## config.mk

```make
export PLATFORM = sky130hd
export DESIGN_NAME = gpio_out_flat
export DESIGN_NICKNAME = d
export VERILOG_FILES = /design/src/rtl/gpio_out_if.sv /design/src/rtl/gpio_out.sv /design/src/flat_wrapper.sv
export SDC_FILE = /design/constraint.sdc
export NUM_CORES = 1
export LEC_CHECK = 0
export ABC_AREA = 1
export CAP_MARGIN = 30
export CORE_MARGIN = 8
export CORE_UTILIZATION = 43
export DETAILED_ROUTE_END_ITERATION = 8
export PLACE_DENSITY = 0.85
export SLEW_MARGIN = 20
export SYNTH_ARGS = -nofsm -noshare
export SYNTH_HDL_FRONTEND = slang
export SYNTH_SLANG_ARGS = --single-unit
export TNS_END_PERCENT = 30
```

## constraint.sdc

```tcl
create_clock -name clk -period 2.7 [get_ports clk]
set_clock_uncertainty 0.15 [all_clocks]
set_input_delay 0.81 -clock clk [delete_from_list [all_inputs] [get_ports clk]]
set_output_delay 0.81 -clock clk [all_outputs]
set_load 0.005 [all_outputs]
```

## src/rtl/gpio_out_if.sv

```systemverilog
// CPU byte-bus interface shared by the peripherals.
//   address  : port/register select (ADDR_W bits)
//   data_in  : CPU write data
//   data_out : registered read data
//   read     : read request, held until ready_r
//   write    : write request, held until ready_w
//   ready_r  : read complete
//   ready_w  : write complete
// The master modport is the CPU side; the slave modport is the peripheral side.
interface gpio_out_if #(
    parameter int ADDR_W = 1
);
    logic [ADDR_W-1:0] address;
    logic [7:0]        data_in;
    logic [7:0]        data_out;
    logic              read;
    logic              write;
    logic              ready_r;
    logic              ready_w;

    modport master (
        output address, data_in, read, write,
        input  data_out, ready_r, ready_w
    );

    modport slave (
        input  address, data_in, read, write,
        output data_out, ready_r, ready_w
    );
endinterface

```

## src/rtl/gpio_out.sv

```systemverilog
// General-purpose output block. CPU writes land in per-port holding registers
// that drive port_out; each port has a valid/ack handshake toward its consumer.
// A write to a port whose previous byte has not been consumed stalls until the
// consumer acknowledges it.
//   clk, reset : clock (posedge) and synchronous active-high reset
//   bus        : CPU byte bus (slave side)
//   port_out   : port i byte on [i*8+7 : i*8], registered
//   port_valid : port i holds an unconsumed byte
//   port_ack   : consumer takes port i byte this cycle
// Address map: 0..size-1 holding registers, size = status (port_valid),
// anything above reads as 0x00 and swallows writes.
module gpio_out #(
    parameter int size_addr = 0,
    parameter int size      = 1
) (
    input  logic              clk,
    input  logic              reset,
    gpio_out_if.slave         bus,
    output logic [size*8-1:0] port_out,
    output logic [size-1:0]   port_valid,
    input  logic [size-1:0]   port_ack
);

    typedef enum logic [1:0] {W_IDLE, W_WAIT, W_DONE} w_state_t;

    w_state_t    state;
    w_state_t    state_next;
    logic [7:0]  holding [size];
    logic [31:0] sel;
    logic        in_range;
    logic        is_status;
    logic        slot_free;
    logic        accept;
    logic [7:0]  rd_mux;

    // With no address bits the single port is always selected.
    always_comb begin
        sel       = (size_addr == 0) ? 32'd0 : 32'(bus.address);
        in_range  = sel < 32'(size);
        is_status = sel == 32'(size);
    end

    // A slot is free if empty or being drained this very cycle.
    always_comb begin
        slot_free = 1'b0;
        for (int i = 0; i < size; i++) begin
            if (sel == 32'(i)) slot_free = !port_valid[i] || port_ack[i];
        end
    end

    always_comb begin
        rd_mux = 8'h00;
        if (in_range) begin
            for (int i = 0; i < size; i++) begin
                if (sel == 32'(i)) rd_mux = holding[i];
            end
        end else if (is_status) begin
            for (int i = 0; i < size; i++) rd_mux[i] = port_valid[i];
        end
    end

    // Write FSM: W_IDLE and W_WAIT both evaluate the current request; only
    // W_DONE ignores write until it drops, so a held write is taken once.
    always_comb begin
        state_next = state;
        accept     = 1'b0;
        case (state)
            W_IDLE, W_WAIT: begin
                if (!bus.write) begin
                    state_next = W_IDLE;
                end else if (!in_range) begin
                    state_next = W_DONE;        // discard, but complete the cycle
                end else if (slot_free) begin
                    accept     = 1'b1;
                    state_next = W_DONE;
                end else begin
                    state_next = W_WAIT;
                end
            end
            W_DONE: begin
                if (!bus.write) state_next = W_IDLE;
            end
            default: state_next = W_IDLE;
        endcase
    end

    always_ff @(posedge clk) begin
        if (reset) begin
            state        <= W_IDLE;
            bus.ready_w  <= 1'b0;
            bus.ready_r  <= 1'b0;
            bus.data_out <= 8'h00;
            port_valid   <= '0;
            for (int i = 0; i < size; i++) holding[i] <= 8'h00;
        end else begin
            state       <= state_next;
            bus.ready_w <= (state_next == W_DONE);
            bus.ready_r <= bus.read;
            if (bus.read) bus.data_out <= rd_mux;
            // A simultaneous accept overrides the consumer's ack on that slot.
            for (int i = 0; i < size; i++) begin
                if (accept && sel == 32'(i)) begin
                    holding[i]    <= bus.data_in;
                    port_valid[i] <= 1'b1;
                end else if (port_ack[i]) begin
                    port_valid[i] <= 1'b0;
                end
            end
        end
    end

    for (genvar g = 0; g < size; g++) begin : g_port
        assign port_out[g*8 +: 8] = holding[g];
    end

endmodule
```

## src/flat_wrapper.sv

```systemverilog
// flat-port wrapper written by rule: the top's interface ports become plain ports
module gpio_out_flat 
#(
    parameter int size_addr = 0,
    parameter int size      = 1
)
  (clk, reset, port_out, port_valid, port_ack, bus_address, bus_data_in, bus_read, bus_write, bus_data_out, bus_ready_r, bus_ready_w);
  gpio_out_if bus_i ();
  input  logic clk;
  input  logic reset;
  output logic [size*8-1:0] port_out;
  output logic [size-1:0] port_valid;
  input  logic [size-1:0] port_ack;
  input wire logic [$bits(bus_i.address)-1:0] bus_address;
  input wire logic [$bits(bus_i.data_in)-1:0] bus_data_in;
  input wire logic [$bits(bus_i.read)-1:0] bus_read;
  input wire logic [$bits(bus_i.write)-1:0] bus_write;
  output wire logic [$bits(bus_i.data_out)-1:0] bus_data_out;
  output wire logic [$bits(bus_i.ready_r)-1:0] bus_ready_r;
  output wire logic [$bits(bus_i.ready_w)-1:0] bus_ready_w;
  assign bus_i.address = bus_address;
  assign bus_i.data_in = bus_data_in;
  assign bus_i.read = bus_read;
  assign bus_i.write = bus_write;
  assign bus_data_out = bus_i.data_out;
  assign bus_ready_r = bus_i.ready_r;
  assign bus_ready_w = bus_i.ready_w;
  gpio_out #(.size_addr(size_addr), .size(size)) u_core (.clk(clk), .reset(reset), .bus(bus_i), .port_out(port_out), .port_valid(port_valid), .port_ack(port_ack));
endmodule
```

==> impl_results.md <==
* Outcome: finished, final reports clean
* Total gr overflow at 0
* R2r setup slk at 1.39 ns
* Commonest non-fill, non-tap cell in the layout: clkdlybuf4s50_1
* Clk_lat worst skew at 0.29 ns
* Clock-pin slew on the worst setup and hold paths at 0.10 ns
* Tmin final at 2.13 ns
* GRT Total Usage at 10.6%
* Final total power at 0.607 mW
* CTS root buf: clkbuf_4
* Sequential share of the synthesized area at 66.4%
* Row Count at 15
* Area of the core at 1690 um^2
* Synth Cell Area at 753 um^2
* Slowest cell on crit path: clkdlybuf4s50_1
* Vias per inst at 4.69
* First-pass GRT wire length at 2.77 mm
* FF+latch count, synth at 21
* Critical path arrival at 1.17 ns
* Hold Path Sink: u_core.bus.data_out[3]
* Fin crit share at 78.8%
* Actual slew at the worst max-slew pin at 0.344 ns
* CP Launch Type: register
* Reg2reg end: u_core.holding[0][4]
* RR Startpoint: u_core.port_valid
* Largest net degree at the start of global routing at 12
* R2R depth at 3
* Post-layout net count at 129
* Fin. Hold Viols at 0
* Normalized max-slew margin at 77.0%
* Hold Startpoint: u_core.holding[0][3]
* Non-Filler Instances at 131
* Die H at 57.9 um
* Starting DRC count in detailed routing at 18
* Placed cell count at 127
* Seq. cell area at 500 um^2
* RSZ-0062 raised after global routing: false
* Buf/Inv on CP at 1
* LEAKAGE at 0.487 nW
* Clock buffer count from CTS at 3
* Worst setup margin at 0.574 ns
* Post-cts repair resize count at 0
* CTS max path bufs at 2
* CP peak stage delay at 0.52 ns
* Final antenna diode count at 0
* Top-Level Pins at 33
* Max-slew violation count at 0
* Via count at 615
* Power Density at 547 nW/um^2
* CTS tree: done
* # setup viols final at 0
* Drt pass-1 iters at 4
* Crit Path Class: register to output port
* Most frequent cells in the layout: clkdlybuf4s50_1 (31), nor2_1 (26), dfxtp_1 (13)
* Cell variety after synth at 12
* Die area at 3350 um^2
* Drt drc at 0
* Vias in the first global route at 619
* Setup TNS at 0 ns
* Layout cells sized above 1 at 6.14%
* Mapped Cells at 79
* H-tree depth at 1
* Hold buffer count at CTS at 0
* Clock sink count at 21
* CP required at 1.74 ns
* Fmax at 0.470 GHz
* Die Wd at 57.9 um
* Buffers on Ports at 31
* Utilization after layout at 65.8%
* Multi-input logic area at 204 um^2
* Syn Nets at 93
* GPL Wtd Cong at 0.746
* Synthesis Warnings at 0
* Post-DP HPWL at 1.38 mm
* HP Class: register to register
* CP endpoint kind: output port
* Syn avg cell area at 9.53 um^2
* Initial Utilization at 44.6%
* Cell Chain, Critical Path: clkdlybuf4s50_1
* Initial antenna violation count at 0
* Maxcap violations at 0
* Setup bufs post-CTS at 0
* Critical path's top delay family: buffers and inverters
* Worst slack at placement at 0.327 ns
* Final Routed Wirelength at 1.68 mm
* Worst vdd ir at 0.000268 V
* WL/cell at 12.8 um
* DRT antenna net count at 0
* # fillers at 137
* Critical-path maximum fanout at 2
* Area Overhead vs Synth at 47.5%
* Hold depth at 2
## final cells by class
class,instances,area share (%)
well taps,17,1.91
clock buffers,4,2.36
inverters,13,4.39
flip-flops and latches,21,45.0
repair buffers,31,27.9
multi-input cells,45,18.4
## per-stage QoR
| step | hold slack (ns) | instance area (um^2) |
|---|---|---|
| floorplan | 0.334 | 753 |
| global placement | 0.325 | 1080 |
| detailed placement | 0.345 | 1080 |
| CTS | 0.364 | 1110 |
| global route | 0.395 | 1110 |
| finish | 0.361 | 1110 |
## Yosys cell counts (all sizes together)
cell type,n,area [um^2]
inv,13,48.8
dfxtp,13,260
nor2,27,109
o21ai,8,40.0
nand3,2,22.5
a21oi,1,5.00
nor3,1,5.00
edfxtp,8,240
nand2,6,22.5
## worst max path at each step
stage | from | endpoint | slack (ns) | cells past startpoint
floorplan | port_ack | u_core.holding[0][0] | 1.0 | 4
global placement | bus_write | u_core.holding[0][0] | 0.39 | 5
detailed placement | bus_write | u_core.holding[0][0] | 0.33 | 5
CTS | u_core.bus.data_out[6] | bus_data_out[6] | 0.55 | 1
global route | u_core.bus.data_out[6] | bus_data_out[6] | 0.50 | 1
finish | u_core.bus.data_out[6] | bus_data_out[6] | 0.57 | 1
## cell families (layout without fill, tap and decap cells)
group	Yosys count	count (layout)	synth area share, %
flip-flops	21	21	66.4
buffers and inverters	13	48	6.48
AND/OR/NAND/NOR	36	36	21.1
AO/OA/AOI/OAI	9	9	5.98
## sequential cells by signal (all words and copies together) (netlist names)
register and cells:
u_core.bus.data_out 8, u_core.bus.ready_r 1, u_core.bus.ready_w 1, u_core.holding 8, u_core.port_valid 1, u_core.state 2
## per-layer routing
layer	GRT usage [%]	vias to the layer above	routed length (um)
li1	-	316	-
met5	0	-	0
met3	3.31	2	143
met4	6.29	0	22
met1	10.6	274	651
met2	18.6	23	866
## where the power goes
group          internal, mW  switching, mW  total, mW  leakage, nW
combinational        0.0615         0.0414      0.103        0.278
clock                0.0573         0.0809      0.138       0.0150
sequential            0.354         0.0121      0.366        0.194
total                 0.473          0.134      0.607        0.487
Power figures use the tool's default switching activity.
